===== config.mk =====
export PLATFORM = sky130hd
export DESIGN_NAME = clk_div_prog_flat
export DESIGN_NICKNAME = d
export VERILOG_FILES = /design/src/rtl/clk_div_prog_pkg.sv /design/src/rtl/clk_div_prog_if.sv /design/src/rtl/clk_div_prog_neg_retime.sv /design/src/rtl/clk_div_prog.sv /design/src/flat_wrapper.sv
export SDC_FILE = /design/constraint.sdc
export NUM_CORES = 1
export LEC_CHECK = 0
export BUFFER_PORTS_ARGS = -buffer_cell sky130_fd_sc_hd__clkbuf_2
export CAP_MARGIN = 40
export CORE_MARGIN = 5
export CORE_UTILIZATION = 34
export DETAILED_ROUTE_END_ITERATION = 6
export PLACE_DENSITY = 0.57
export SYNTH_ARGS = -nofsm -noshare
export SYNTH_HDL_FRONTEND = slang
export SYNTH_HIERARCHICAL = 1
export SYNTH_SLANG_ARGS = --single-unit

===== constraint.sdc =====
create_clock -name clk_in -period 4.05 [get_ports clk_in]
set_input_delay 1.0125 -clock clk_in [delete_from_list [all_inputs] [get_ports clk_in]]
set_output_delay 1.0125 -clock clk_in [all_outputs]
set_load 0.01 [all_outputs]

===== src/rtl/clk_div_prog_pkg.sv =====
// Shared constants and types for the programmable clock divider.
// Ratios below MIN_DIV cannot produce a 50 % duty output.
package clk_div_pkg;
   localparam int MIN_DIV     = 2;
   localparam int CNT_W_DEF   = 8;
   localparam int DEF_DIV_DEF = 7;

   typedef logic [CNT_W_DEF-1:0] div_t;

   typedef enum logic {
      IDLE = 1'b0,
      RUN  = 1'b1
   } state_t;
endpackage


===== src/rtl/clk_div_prog_if.sv =====
// Control/status bundle of the programmable clock divider.
// The divider itself connects through the slave modport.
interface clk_div_prog_if
   import clk_div_pkg::*;
#(
   parameter int CNT_W = CNT_W_DEF
);
   logic             en;
   logic             load;
   logic [CNT_W-1:0] div_ratio;
   logic             clk_out;
   logic             active;
   logic             cfg_err;

   modport master (
      output en, load, div_ratio,
      input  clk_out, active, cfg_err
   );

   modport slave (
      input  en, load, div_ratio,
      output clk_out, active, cfg_err
   );
endinterface


===== src/rtl/clk_div_prog_neg_retime.sv =====
// Negedge retime flop supplying the half-cycle extension for odd ratios.
// Kept as its own instance so dual-edge constraints target one cell.
module clk_div_neg_retime (
   input  logic clk,
   input  logic rst,
   input  logic d,
   output logic q
);
   always_ff @(negedge clk or negedge rst) begin
      if (!rst) q <= 1'b0;
      else      q <= d;
   end
endmodule


===== src/rtl/clk_div_prog.sv =====
// Runtime-programmable 50 % duty integer divider; ratio changes
// and stops only take effect on period boundaries.
module clk_div_prog
   import clk_div_pkg::*;
#(
   parameter int CNT_W   = CNT_W_DEF,
   parameter int DEF_DIV = DEF_DIV_DEF
) (
   input logic           clk_in,
   input logic           rst,
   clk_div_prog_if.slave bus
);
   typedef logic [CNT_W-1:0] cnt_t;

   localparam cnt_t DEF_N = cnt_t'(DEF_DIV);
   localparam cnt_t MIN_N = cnt_t'(MIN_DIV);
   localparam cnt_t ONE   = cnt_t'(1);

   state_t state;
   cnt_t   cnt;
   cnt_t   cur_n;
   cnt_t   pend_n;
   logic   pos_q;
   logic   neg_q;
   logic   active_q;
   logic   err_q;

   cnt_t half;
   cnt_t cnt_nxt;
   logic wrap;

   assign half    = cur_n >> 1;
   assign cnt_nxt = cnt + ONE;
   assign wrap    = (cnt == cur_n - ONE);

   always_ff @(posedge clk_in or negedge rst) begin
      if (!rst) begin
         state    <= IDLE;
         cnt      <= '0;
         cur_n    <= DEF_N;
         pend_n   <= DEF_N;
         pos_q    <= 1'b0;
         active_q <= 1'b0;
         err_q    <= 1'b0;
      end else begin
         if (bus.load) begin
            if (bus.div_ratio >= MIN_N) begin
               pend_n <= bus.div_ratio;
               err_q  <= 1'b0;
            end else begin
               err_q  <= 1'b1;
            end
         end
         unique case (state)
            IDLE: begin
               cnt   <= '0;
               cur_n <= pend_n;
               pos_q <= bus.en;
               if (bus.en) begin
                  state    <= RUN;
                  active_q <= 1'b1;
               end
            end
            RUN: begin
               if (wrap) begin
                  cnt   <= '0;
                  cur_n <= pend_n;
                  pos_q <= bus.en;
                  if (!bus.en) begin
                     state    <= IDLE;
                     active_q <= 1'b0;
                  end
               end else begin
                  cnt   <= cnt_nxt;
                  pos_q <= (cnt_nxt < half);
               end
            end
            default: state <= IDLE;
         endcase
      end
   end

   // Gating with the odd bit at D keeps the output OR free of extra inputs.
   clk_div_neg_retime u_neg (
      .clk (clk_in),
      .rst (rst),
      .d   (pos_q & cur_n[0]),
      .q   (neg_q)
   );

   assign bus.clk_out = pos_q | neg_q;
   assign bus.active  = active_q;
   assign bus.cfg_err = err_q;
endmodule


===== src/flat_wrapper.sv =====
// flat-port wrapper written by rule: the top's interface ports become plain ports
module clk_div_prog_flat import clk_div_pkg::*;
#(
   parameter int CNT_W   = CNT_W_DEF,
   parameter int DEF_DIV = DEF_DIV_DEF
)
  (clk_in, rst, bus_en, bus_load, bus_div_ratio, bus_clk_out, bus_active, bus_cfg_err);
  clk_div_prog_if #(.CNT_W(CNT_W)) bus_i ();
  input logic clk_in;
  input logic rst;
  input wire logic [$bits(bus_i.en)-1:0] bus_en;
  input wire logic [$bits(bus_i.load)-1:0] bus_load;
  input wire logic [$bits(bus_i.div_ratio)-1:0] bus_div_ratio;
  output wire logic [$bits(bus_i.clk_out)-1:0] bus_clk_out;
  output wire logic [$bits(bus_i.active)-1:0] bus_active;
  output wire logic [$bits(bus_i.cfg_err)-1:0] bus_cfg_err;
  assign bus_i.en = bus_en;
  assign bus_i.load = bus_load;
  assign bus_i.div_ratio = bus_div_ratio;
  assign bus_clk_out = bus_i.clk_out;
  assign bus_active = bus_i.active;
  assign bus_cfg_err = bus_i.cfg_err;
  clk_div_prog #(.CNT_W(CNT_W), .DEF_DIV(DEF_DIV)) u_core (.clk_in(clk_in), .rst(rst), .bus(bus_i));
endmodule

==> flow_summary.json <==
{
  "setup_viol": 0,
  "cp_data_required_time_ns": 3.04,
  "rows": 24,
  "ioPinCount": 15,
  "async_flop_share": 1.00,
  "port_buffers": 14,
  "rr_worst_depth": 8,
  "root_buffer": "clkbuf_8",
  "slew_viol_final": 0,
  "hold_depth": 2,
  "cts_made_buffers": 5,
  "worst_pin_slew_ns": 0.815,
  "arrival_ns": 2.97,
  "via_count": 1137,
  "path_class": "flip-flop to primary output",
  "fin_area_mm2": 0.00182,
  "cts.htree.levels": 2,
  "netlist_top_cells_area": "dfrtp_1 35%, dfstp_2 10%, mux2_2 6.4%, ha_1 6.4%, nand2_1 4.1%",
  "detail-route-antenna-nets": 0,
  "holdBufCountCts": 0,
  "endpoint_kind": "primary output",
  "syn_area_per_cell_um2": 10.7,
  "synth.net_count": 167,
  "layout_common_cells": "22 x dfrtp_1, 17 x nand2_1, 13 x clkbuf_2, 11 x inv_1, 9 x mux2_2",
  "cts.clk_slew.worst_paths_ns": 0.06,
  "firstDrtPassIters": 4,
  "max_slew_margin": 0.451,
  "globalRouteTotalUtil": 0.113,
  "via_per_inst": 5.17,
  "post-place-ws_ns": 0.319,
  "nets": 187,
  "seq_area_frac_synth": 0.466,
  "cp-start-kind": "flip-flop",
  "hold_class": "flip-flop to flip-flop",
  "worst_slack_ns": 0.0632,
  "p_clk_frac": 0.464,
  "grt_overflow": 0,
  "clock-sinks": 29,
  "ys_ff_latch": 29,
  "synth-edff-count": 0,
  "synthCells": 147,
  "ctsResizeCount": 0,
  "place_area_mm2": 0.00170,
  "synth_cell_type_count": 40,
  "drc": 0,
  "coreArea_mm2": 0.00441,
  "postCtsSetupRepairBufs": 0,
  "yosys_warnings": 6,
  "hold_viol_final": 0,
  "fp.dieH_um": 78.0,
  "tns_ns": 0,
  "syn_area_mm2": 0.00157,
  "drt_iter0_markers": 29,
  "antenna_found_initial": 0,
  "p_leak_uw": 0.000851,
  "area_growth_pct": 15.5,
  "die_x_um": 78.0,
  "p_per_area_mw_per_mm2": 339,
  "outcome": "finished clean",
  "initial_core_util": 0.356,
  "grt_pass1_vias": 1215,
  "switchingPower_uw": 123,
  "synth.top_cell.area_share": 0.350,
  "vdd_drop_max_mv": 0.216,
  "post_drt_wl_per_cell_um": 13.9,
  "switching_share": 0.200,
  "synth_largest_area_cell": "dfrtp_1",
  "clock-skew-final_ns": 0.0115,
  "timing.max_cap.violations": 0,
  "p_comb_frac": 0.041,
  "worstPathMaxFanout": 1,
  "seqPwrFrac": 0.495,
  "insertion_delay_ns": 0.28,
  "gp_congestion": 0.862,
  "grt_pass1_wl_um": 5560,
  "die_area_mm2": 0.00609,
  "power.internal_uw": 493,
  "diodes": 0,
  "wl_um": 3060,
  "final_common_cell": "dfrtp_1",
  "tritoncts": "done",
  "synth_ff_type": "dfrtp_1",
  "rsz0062_at_grt": "no",
  "cts_buffer_depth": 2,
  "drive_above_1_share": 0.256,
  "grt_start_max_net_pins": 29,
  "whs_ns": 0.475,
  "finish.utilization": 0.412,
  "dpl.hpwl_um": 2290
}
-- cell families (layout without fill, tap and decap cells) --
family / Yosys count / count (layout) / synth area share
simple gates: 45 / 45 / 0.140
compound gates: 30 / 30 / 0.156
flops: 29 / 29 / 0.466
buf+inv: 13 / 34 / 0.0358
xor+xnor: 12 / 12 / 0.0668
mux: 10 / 10 / 0.0716
fa+ha+maj: 8 / 8 / 0.0636
-- per-layer routing --
metal,track usage,up-vias,share of wire
met3,0.0366,2,0.036
met2,0.174,22,0.47
met5,0,-,0
met1,0.149,558,0.49
met4,0.0439,0,0.0075
li1,-,555,-
-- sequential cells by signal, indices dropped and copies added, names as in the netlist --
| name | flops |
|---|---|
| u_core/bus.active | 1 |
| u_core/bus.cfg_err | 1 |
| u_core/cnt | 8 |
| u_core/cur_n | 8 |
| u_core/pend_n | 8 |
| u_core/pos_q | 1 |
| u_core/state | 1 |
| u_core/u_neg/q | 1 |
-- power by group through the flow --
stage	sequential (uW)	clock (uW)	combinational (uW)
2_1_floorplan	308	0	10.5
3_3_place_gp	309	0	25.2
3_5_place_dp	310	0	26.0
4_1_cts	305	295	26.2
5_1_grt	305	311	29.4
6_report	305	286	25.1
-- path summary, 6_finish.rpt --
| check | startpoint | to | slack [ns] |
|---|---|---|---|
| min reg2reg | u_core/pend_n[4]$_DFFE_PN0P_ | u_core/pend_n[4]$_DFFE_PN0P_ | 0.47 |
| max | u_core/u_neg/q$_DFF_NN0_ | bus_clk_out | 0.06 |
| min | u_core/pend_n[4]$_DFFE_PN0P_ | u_core/pend_n[4]$_DFFE_PN0P_ | 0.47 |
| max reg2reg | u_core/cur_n[0]$_DFFE_PN1P_ | u_core/cur_n[3]$_DFFE_PN0P_ | 1.01 |
| min in group asynchronous | rst | u_core/bus.active$_DFFE_PN0P_ | 0.77 |
| max in group asynchronous | rst | u_core/u_neg/q$_DFF_NN0_ | 1.50 |
-- per-stage QoR --
step | instances | power (uW)
after global placement | 212 | 334
after detailed placement | 212 | 336
final | 220 | 616
after floorplan | 147 | 319
after CTS | 220 | 626
after global routing | 220 | 645
-- critical path, stage by stage (launching register included) --
cell	delay, ns
dfrtn_1	0.33
or2_4	0.23
buf_6	0.12
-- Yosys cell counts (3+ instances only) --
master,number
xnor2_1,6
a21oi_1,5
o21a_1,3
o21ai_0,5
dfstp_2,6
nand2_1,17
nor2b_1,7
nor3_1,3
nor2_1,6
mux2_2,9
inv_1,11
nand3_1,4
ha_1,8
dfrtp_1,22
xor2_1,6
-- cell type report --
class	instances	area [um2]
multi-input combinational	105	786
clock buffer	6	72.6
tap	52	65.1
sequential	29	733
inverter	11	41.3
fill	436	2600
clock inverter	2	35.0
timing repair buffer	15	83.8
(Power assumes the default switching activity.)
